### config.mk
export PLATFORM = sky130hd
export DESIGN_NAME = oled_iic_writer
export DESIGN_NICKNAME = d
export VERILOG_FILES = /design/src/rtl/oled_iic_pkg.sv /design/src/rtl/oled_iic_tick.sv /design/src/rtl/oled_iic_writer.sv
export SDC_FILE = /design/constraint.sdc
export NUM_CORES = 1
export LEC_CHECK = 0
export CAP_MARGIN = 15
export CORE_MARGIN = 5
export CORE_UTILIZATION = 50
export CTS_CLUSTER_SIZE = 14
export DETAILED_ROUTE_END_ITERATION = 10
export GPL_TIMING_DRIVEN = 0
export PLACE_DENSITY = 0.75
export SETUP_SLACK_MARGIN = 0.5
export SYNTH_ARGS = -nofsm -noshare
export SYNTH_HDL_FRONTEND = slang
export SYNTH_SLANG_ARGS = --single-unit
### constraint.sdc
create_clock -name sys_clk -period 2.3 [get_ports sys_clk]
set_input_delay 0.23 -clock sys_clk [delete_from_list [all_inputs] [get_ports sys_clk]]
set_output_delay 0.23 -clock sys_clk [all_outputs]
set_load 0.01 [all_outputs]
### src/rtl/oled_iic_pkg.sv
// Shared definitions for the OLED IIC write path: FSM state codes, symbol phases,
// panel address/control bytes and the per-phase bus level decode.
package oled_iic_pkg;

  typedef logic [2:0] state_t;

  localparam state_t StIdle  = 3'd0;
  localparam state_t StStart = 3'd1;
  localparam state_t StByte  = 3'd2;
  localparam state_t StAck   = 3'd3;
  localparam state_t StStop  = 3'd4;
  localparam state_t StDone  = 3'd5;

  localparam logic [1:0] PH0 = 2'd0;
  localparam logic [1:0] PH1 = 2'd1;
  localparam logic [1:0] PH2 = 2'd2;
  localparam logic [1:0] PH3 = 2'd3;

  localparam logic [7:0] OLED_ADDR = 8'h78;
  localparam logic [7:0] CTRL_CMD  = 8'h00;
  localparam logic [7:0] CTRL_DATA = 8'h40;

  // Returns {scl, sda_oe} for a given state, phase and data bit.
  function automatic logic [1:0] bus_levels(input state_t st, input logic [1:0] ph,
                                            input logic dat);
    logic scl;
    logic oe;
    scl = 1'b1;
    oe  = 1'b0;
    case (st)
      StStart: begin
        scl = (ph != PH3);
        oe  = (ph != PH0);
      end
      StByte: begin
        scl = (ph == PH1) || (ph == PH2);
        oe  = ~dat;
      end
      StAck: begin
        scl = (ph == PH1) || (ph == PH2);
        oe  = 1'b0;
      end
      StStop: begin
        scl = (ph != PH0);
        oe  = (ph == PH0) || (ph == PH1);
      end
      default: begin
        scl = 1'b1;
        oe  = 1'b0;
      end
    endcase
    return {scl, oe};
  endfunction

endpackage

### src/rtl/oled_iic_tick.sv
// Quarter-bit strobe: tick is high for one clock every DIV_Q clocks while clr is low.
module oled_iic_tick #(
  parameter int unsigned DIV_Q = 125
) (
  input  logic sys_clk,
  input  logic rst_n,
  input  logic clr,
  output logic tick
);

  localparam int unsigned CntW = (DIV_Q > 1) ? $clog2(DIV_Q) : 1;
  localparam logic [CntW-1:0] CntMax = CntW'(DIV_Q - 1);

  logic [CntW-1:0] cnt_q;

  assign tick = (cnt_q == CntMax);

  // Free-running divider, held at zero while cleared so a new word starts on a full phase.
  always_ff @(posedge sys_clk) begin
    if (!rst_n || clr) begin
      cnt_q <= '0;
    end else if (tick) begin
      cnt_q <= '0;
    end else begin
      cnt_q <= cnt_q + 1'b1;
    end
  end

endmodule

### src/rtl/oled_iic_writer.sv
// Fixed-format IIC write master: START, three bytes with ACK slots, STOP, then write_done.
module oled_iic_writer
  import oled_iic_pkg::*;
#(
  parameter int unsigned DIV_Q = 125
) (
  input  logic        sys_clk,
  input  logic        rst_n,
  input  logic        wr_req,
  input  logic [23:0] wr_data,
  input  logic        iic_sda_in,
  output logic        iic_scl,
  output logic        iic_sda_oe,
  output logic        write_done,
  output logic        busy,
  output logic        ack_err
);

  state_t      state_q, state_d;
  logic [1:0]  phase_q, phase_d;
  logic [3:0]  bit_cnt_q, bit_cnt_d;
  logic [1:0]  byte_cnt_q, byte_cnt_d;
  logic [23:0] shift_q, shift_d;
  logic        ph_first_q, ph_first_d;
  logic        ack_err_q, ack_err_d;
  logic        scl_q, scl_d;
  logic        sda_oe_q, sda_oe_d;
  logic        busy_q, done_q;
  logic        tick;
  logic        sym_end;

  oled_iic_tick #(
    .DIV_Q(DIV_Q)
  ) u_tick (
    .sys_clk(sys_clk),
    .rst_n  (rst_n),
    .clr    (state_q == StIdle),
    .tick   (tick)
  );

  assign sym_end = tick && (phase_q == PH3);

  // Next-state: symbol sequencing, shifting and ACK sampling.
  always_comb begin
    state_d    = state_q;
    phase_d    = tick ? phase_q + 2'd1 : phase_q;
    bit_cnt_d  = bit_cnt_q;
    byte_cnt_d = byte_cnt_q;
    shift_d    = shift_q;
    ack_err_d  = ack_err_q;
    // Marks the first clock of each phase.
    ph_first_d = tick;
    case (state_q)
      StIdle: begin
        if (wr_req) begin
          state_d    = StStart;
          phase_d    = PH0;
          bit_cnt_d  = 4'd0;
          byte_cnt_d = 2'd0;
          shift_d    = wr_data;
          ack_err_d  = 1'b0;
        end
      end
      StStart: begin
        if (sym_end) begin
          state_d   = StByte;
          bit_cnt_d = 4'd0;
        end
      end
      StByte: begin
        if (sym_end) begin
          shift_d = {shift_q[22:0], 1'b0};
          if (bit_cnt_q == 4'd7) begin
            state_d   = StAck;
            bit_cnt_d = 4'd8;
          end else begin
            bit_cnt_d = bit_cnt_q + 4'd1;
          end
        end
      end
      StAck: begin
        if ((phase_q == PH2) && ph_first_q && iic_sda_in) begin
          ack_err_d = 1'b1;
        end
        if (sym_end) begin
          if (byte_cnt_q == 2'd2) begin
            state_d = StStop;
          end else begin
            state_d    = StByte;
            bit_cnt_d  = 4'd0;
            byte_cnt_d = byte_cnt_q + 2'd1;
          end
        end
      end
      StStop: begin
        if (sym_end) begin
          state_d = StDone;
        end
      end
      StDone: begin
        state_d = StIdle;
      end
      default: begin
        state_d = StIdle;
      end
    endcase
    // Bus levels decoded from next state so the pads are registered and aligned with state_q.
    {scl_d, sda_oe_d} = bus_levels(state_d, phase_d, shift_d[23]);
  end

  // State and registered outputs, synchronous active-low reset.
  always_ff @(posedge sys_clk) begin
    if (!rst_n) begin
      state_q    <= StIdle;
      phase_q    <= PH0;
      bit_cnt_q  <= 4'd0;
      byte_cnt_q <= 2'd0;
      shift_q    <= 24'd0;
      ph_first_q <= 1'b0;
      ack_err_q  <= 1'b0;
      scl_q      <= 1'b1;
      sda_oe_q   <= 1'b0;
      busy_q     <= 1'b0;
      done_q     <= 1'b0;
    end else begin
      state_q    <= state_d;
      phase_q    <= phase_d;
      bit_cnt_q  <= bit_cnt_d;
      byte_cnt_q <= byte_cnt_d;
      shift_q    <= shift_d;
      ph_first_q <= ph_first_d;
      ack_err_q  <= ack_err_d;
      scl_q      <= scl_d;
      sda_oe_q   <= sda_oe_d;
      busy_q     <= (state_d != StIdle);
      done_q     <= (state_d == StDone);
    end
  end

  assign iic_scl    = scl_q;
  assign iic_sda_oe = sda_oe_q;
  assign write_done = done_q;
  assign busy       = busy_q;
  assign ack_err    = ack_err_q;

endmodule

==> reports/results.ini <==
[grt]
grt_start_max_net_pins = 16
grt_use_total_pct = 18.05
grt_antenna_before_repair = 0
grt_overflow = 0
grt_pass1_vias = 1907
grt_pass1_wl_mm = 8.928

[clocking]
cts.clk_slew.worst_paths_ps = 100
worstSkewPairLatency_ps = 310
cts_sinks = 48
cts_max_level = 2
hold_buffers = 0
cts.path.max_buffers = 2
numCtsBuffers = 5
cts_tree = done
ctsRootBufferMaster = clkbuf_8

[setup_path]
start_kind = flop
critical_path_required_ps = 2510
setup.worst_path.class = flop to flop
path_max_fanout = 4
cp.arrival_ps = 2240
critPathCaptureType = flop

[pwr]
intPower_uw = 1332
p_per_area_nw_per_um2 = 563.8
p_leak_uw = 0.001127
clockPowerShare_pct = 37.3
power_frac_comb_pct = 12.3
power_switching_uw = 414.1
seq_power_share_pct = 50.4
sw_frac_of_total_pct = 23.71
ir_drop_mv = 0.4065

[synthesis]
ys_types = 47
async_reset_ff_share_pct = 0
syn_inst = 255
ys_ff_latch = 48
seq_area_frac_synth_pct = 43.51
postSynthAreaPerCell_um2 = 8.660
synth-edff-count = 0
synth_nets = 292
synth_ff_type = dfxtp_1
ys_warn_count = 0
netlist_area_um2 = 2208

[sta]
fin_hold_ws_ps = 453.0
finClkSkew_ps = 17.21
fin_crit_sh_pct = 88.44
fmax_mhz = 491.6
rsz0062_at_grt = true
setup_violations = 0
hold_viol_final = 0
worst_pin_slew_ps = 536.8
slew_viol_final = 0
period_needed_ps = 2034
slew_headroom_pct = 64.05

[route]
drtIter0Drc = 230
ant_nets = 0
drt-total-wl_mm = 5.550
drc = 0
firstDrtPassIters = 4
vias = 2074
wl_per_cell_um = 15.25
via_per_inst = 5.698

[layout]
syn2layout_area_growth_pct = 40.28
final_cells = 364
fin_nets = 348
antennaDiodeCount = 0
stdcell_area_um2 = 3098
drive_gt1_share_pct = 27.24

[place]
io_buffers = 32
dp_hpwl_mm = 3.609
dp_cells = 339
place_congestion = 0.9222
placed_cell_area_um2 = 2670

[flow_run]
drv_cap = 0

[floorplan]
core_um2 = 4324
row_count = 24
dieArea_um2 = 5846
die_h_um = 76.46
pin_count = 33
die_w_um = 76.46
start_util_pct = 51.07

[min_path]
hold_class = flop to flop

[run_status]
outcome = finished, final reports clean

critical path: stages (launching register included):
cell and delay, ps:
dfxtp_4 360, inv_4 50, ha_4 140, nand3_4 70, nor2_4 210, nor2_4 50
a211oi_4 230, ha_4 210, inv_4 40, a32oi_1 170, o21ai_1 100, a221o_1 330
power by group through the flow:
stage	clock (µW)	combinational (µW)	sequential [µW]
final	651	215	880
after global routing	689	235	885
after CTS	659	203	881
after detailed placement	0	187	902
after global placement	0	184	901
after floorplan	0	102	899
sequential cells by signal, indices dropped and copies added (netlist names):
register / flops
busy: 1
u_tick.cnt_q: 7
ack_err: 1
bit_cnt_q: 4
iic_scl: 1
phase_q: 2
write_done: 1
shift_q: 24
iic_sda_oe: 1
ph_first_q: 1
byte_cnt_q: 2
state_q: 3
final cells by class:
cell class,instances,area (µm²)
timing repair buffer,49,455.4
multi-input combinational,183,1350
clock inverter,2,38.79
tap,52,65.06
buffer,13,73.82
fill,319,1226
sequential,48,982.2
clock buffer,6,82.58
inverter,11,50.05
path summary, 6_finish.rpt:
check	from	to	slack, ps	cells after the start
max	u_tick.cnt_q[0]	iic_scl	270	11
min	ack_err	ack_err	450	2
max reg2reg	u_tick.cnt_q[0]	iic_scl	270	11
min reg2reg	ack_err	ack_err	450	2
what timing repair did:
| item | CTS | global route |
|---|---|---|
| buffers inserted | 10 | 7 |
| gates resized for setup | 11 | 44 |
| setup endpoints to repair | 27 | 35 |
| pin swaps | 6 | 13 |
logic make-up after synthesis:
family / after synthesis / synth area share (%)
compound gates: 81 / 24.19
buf+inv: 24 / 4.306
simple gates: 87 / 20.51
flops: 48 / 43.51
fa+ha+maj: 9 / 5.099
xor+xnor: 6 / 2.380
cell usage after synthesis, types with 3 or more instances:
master / number / area, µm²
nor2_1: 20 / 75.07
inv_1: 10 / 37.54
a21oi_1: 32 / 160.2
and2_1: 5 / 31.28
nor3_1: 4 / 20.02
xor2_1: 4 / 35.03
dfxtp_1: 48 / 960.9
nand2_1: 31 / 116.4
o211ai_1: 3 / 22.52
nand3_1: 8 / 40.04
ha_1: 9 / 112.6
buf_2: 4 / 20.02
clkbuf_1: 9 / 33.78
a31oi_1: 5 / 31.28
a22oi_1: 23 / 172.7
layout by cell type (no fill, tap or decap), types with 2 or more instances in the layout:
master            n
dfxtp_1          37
clkdlybuf4s50_1  32
a21oi_1          30
nand2_1          29
a22oi_1          22
buf_4            16
nor2_1           16
dfxtp_2           8
clkbuf_8          7
nand3_1           7
ha_4              5
inv_1             4
inv_2             4
clkbuf_2          4
clkbuf_1          4
a31oi_1           4
and2_1            4
xor2_1            4
nor2_4            3
o211ai_1          3
nor3_1            3
a21oi_2           3
ha_1              3
dfxtp_4           3
inv_4             2
nand3_4           2
nor3b_2           2
buf_2             2
nand3b_1          2
nor2b_1           2
o31ai_1           2
a22oi_2           2
o21ai_1           2
buf_6             2
through the flow:
stage / power, µW / setup TNS (ps) / utilization (%) / setup WS (ps)
3_5_place_dp: 1089 / -373.8 / 61.75 / -197.7
4_1_cts: 1742 / 0 / 67.16 / 323.6
6_report: 1747 / 0 / 71.64 / 265.8
3_3_place_gp: 1085 / -348.5 / 61.75 / -179.6
2_1_floorplan: 1002 / 0 / - / 453.1
5_1_grt: 1808 / 0 / 71.64 / 170.9
per-layer routing:
metal	up-vias	share of wire, %	global-route usage [%]
met1	980	43	24.49
li1	1032	-	-
met3	7	5.6	3.783
met4	0	1.4	7.168
met5	-	0	0
met2	55	50	27.83
Note: power is estimated with default switching activity, not from simulation.
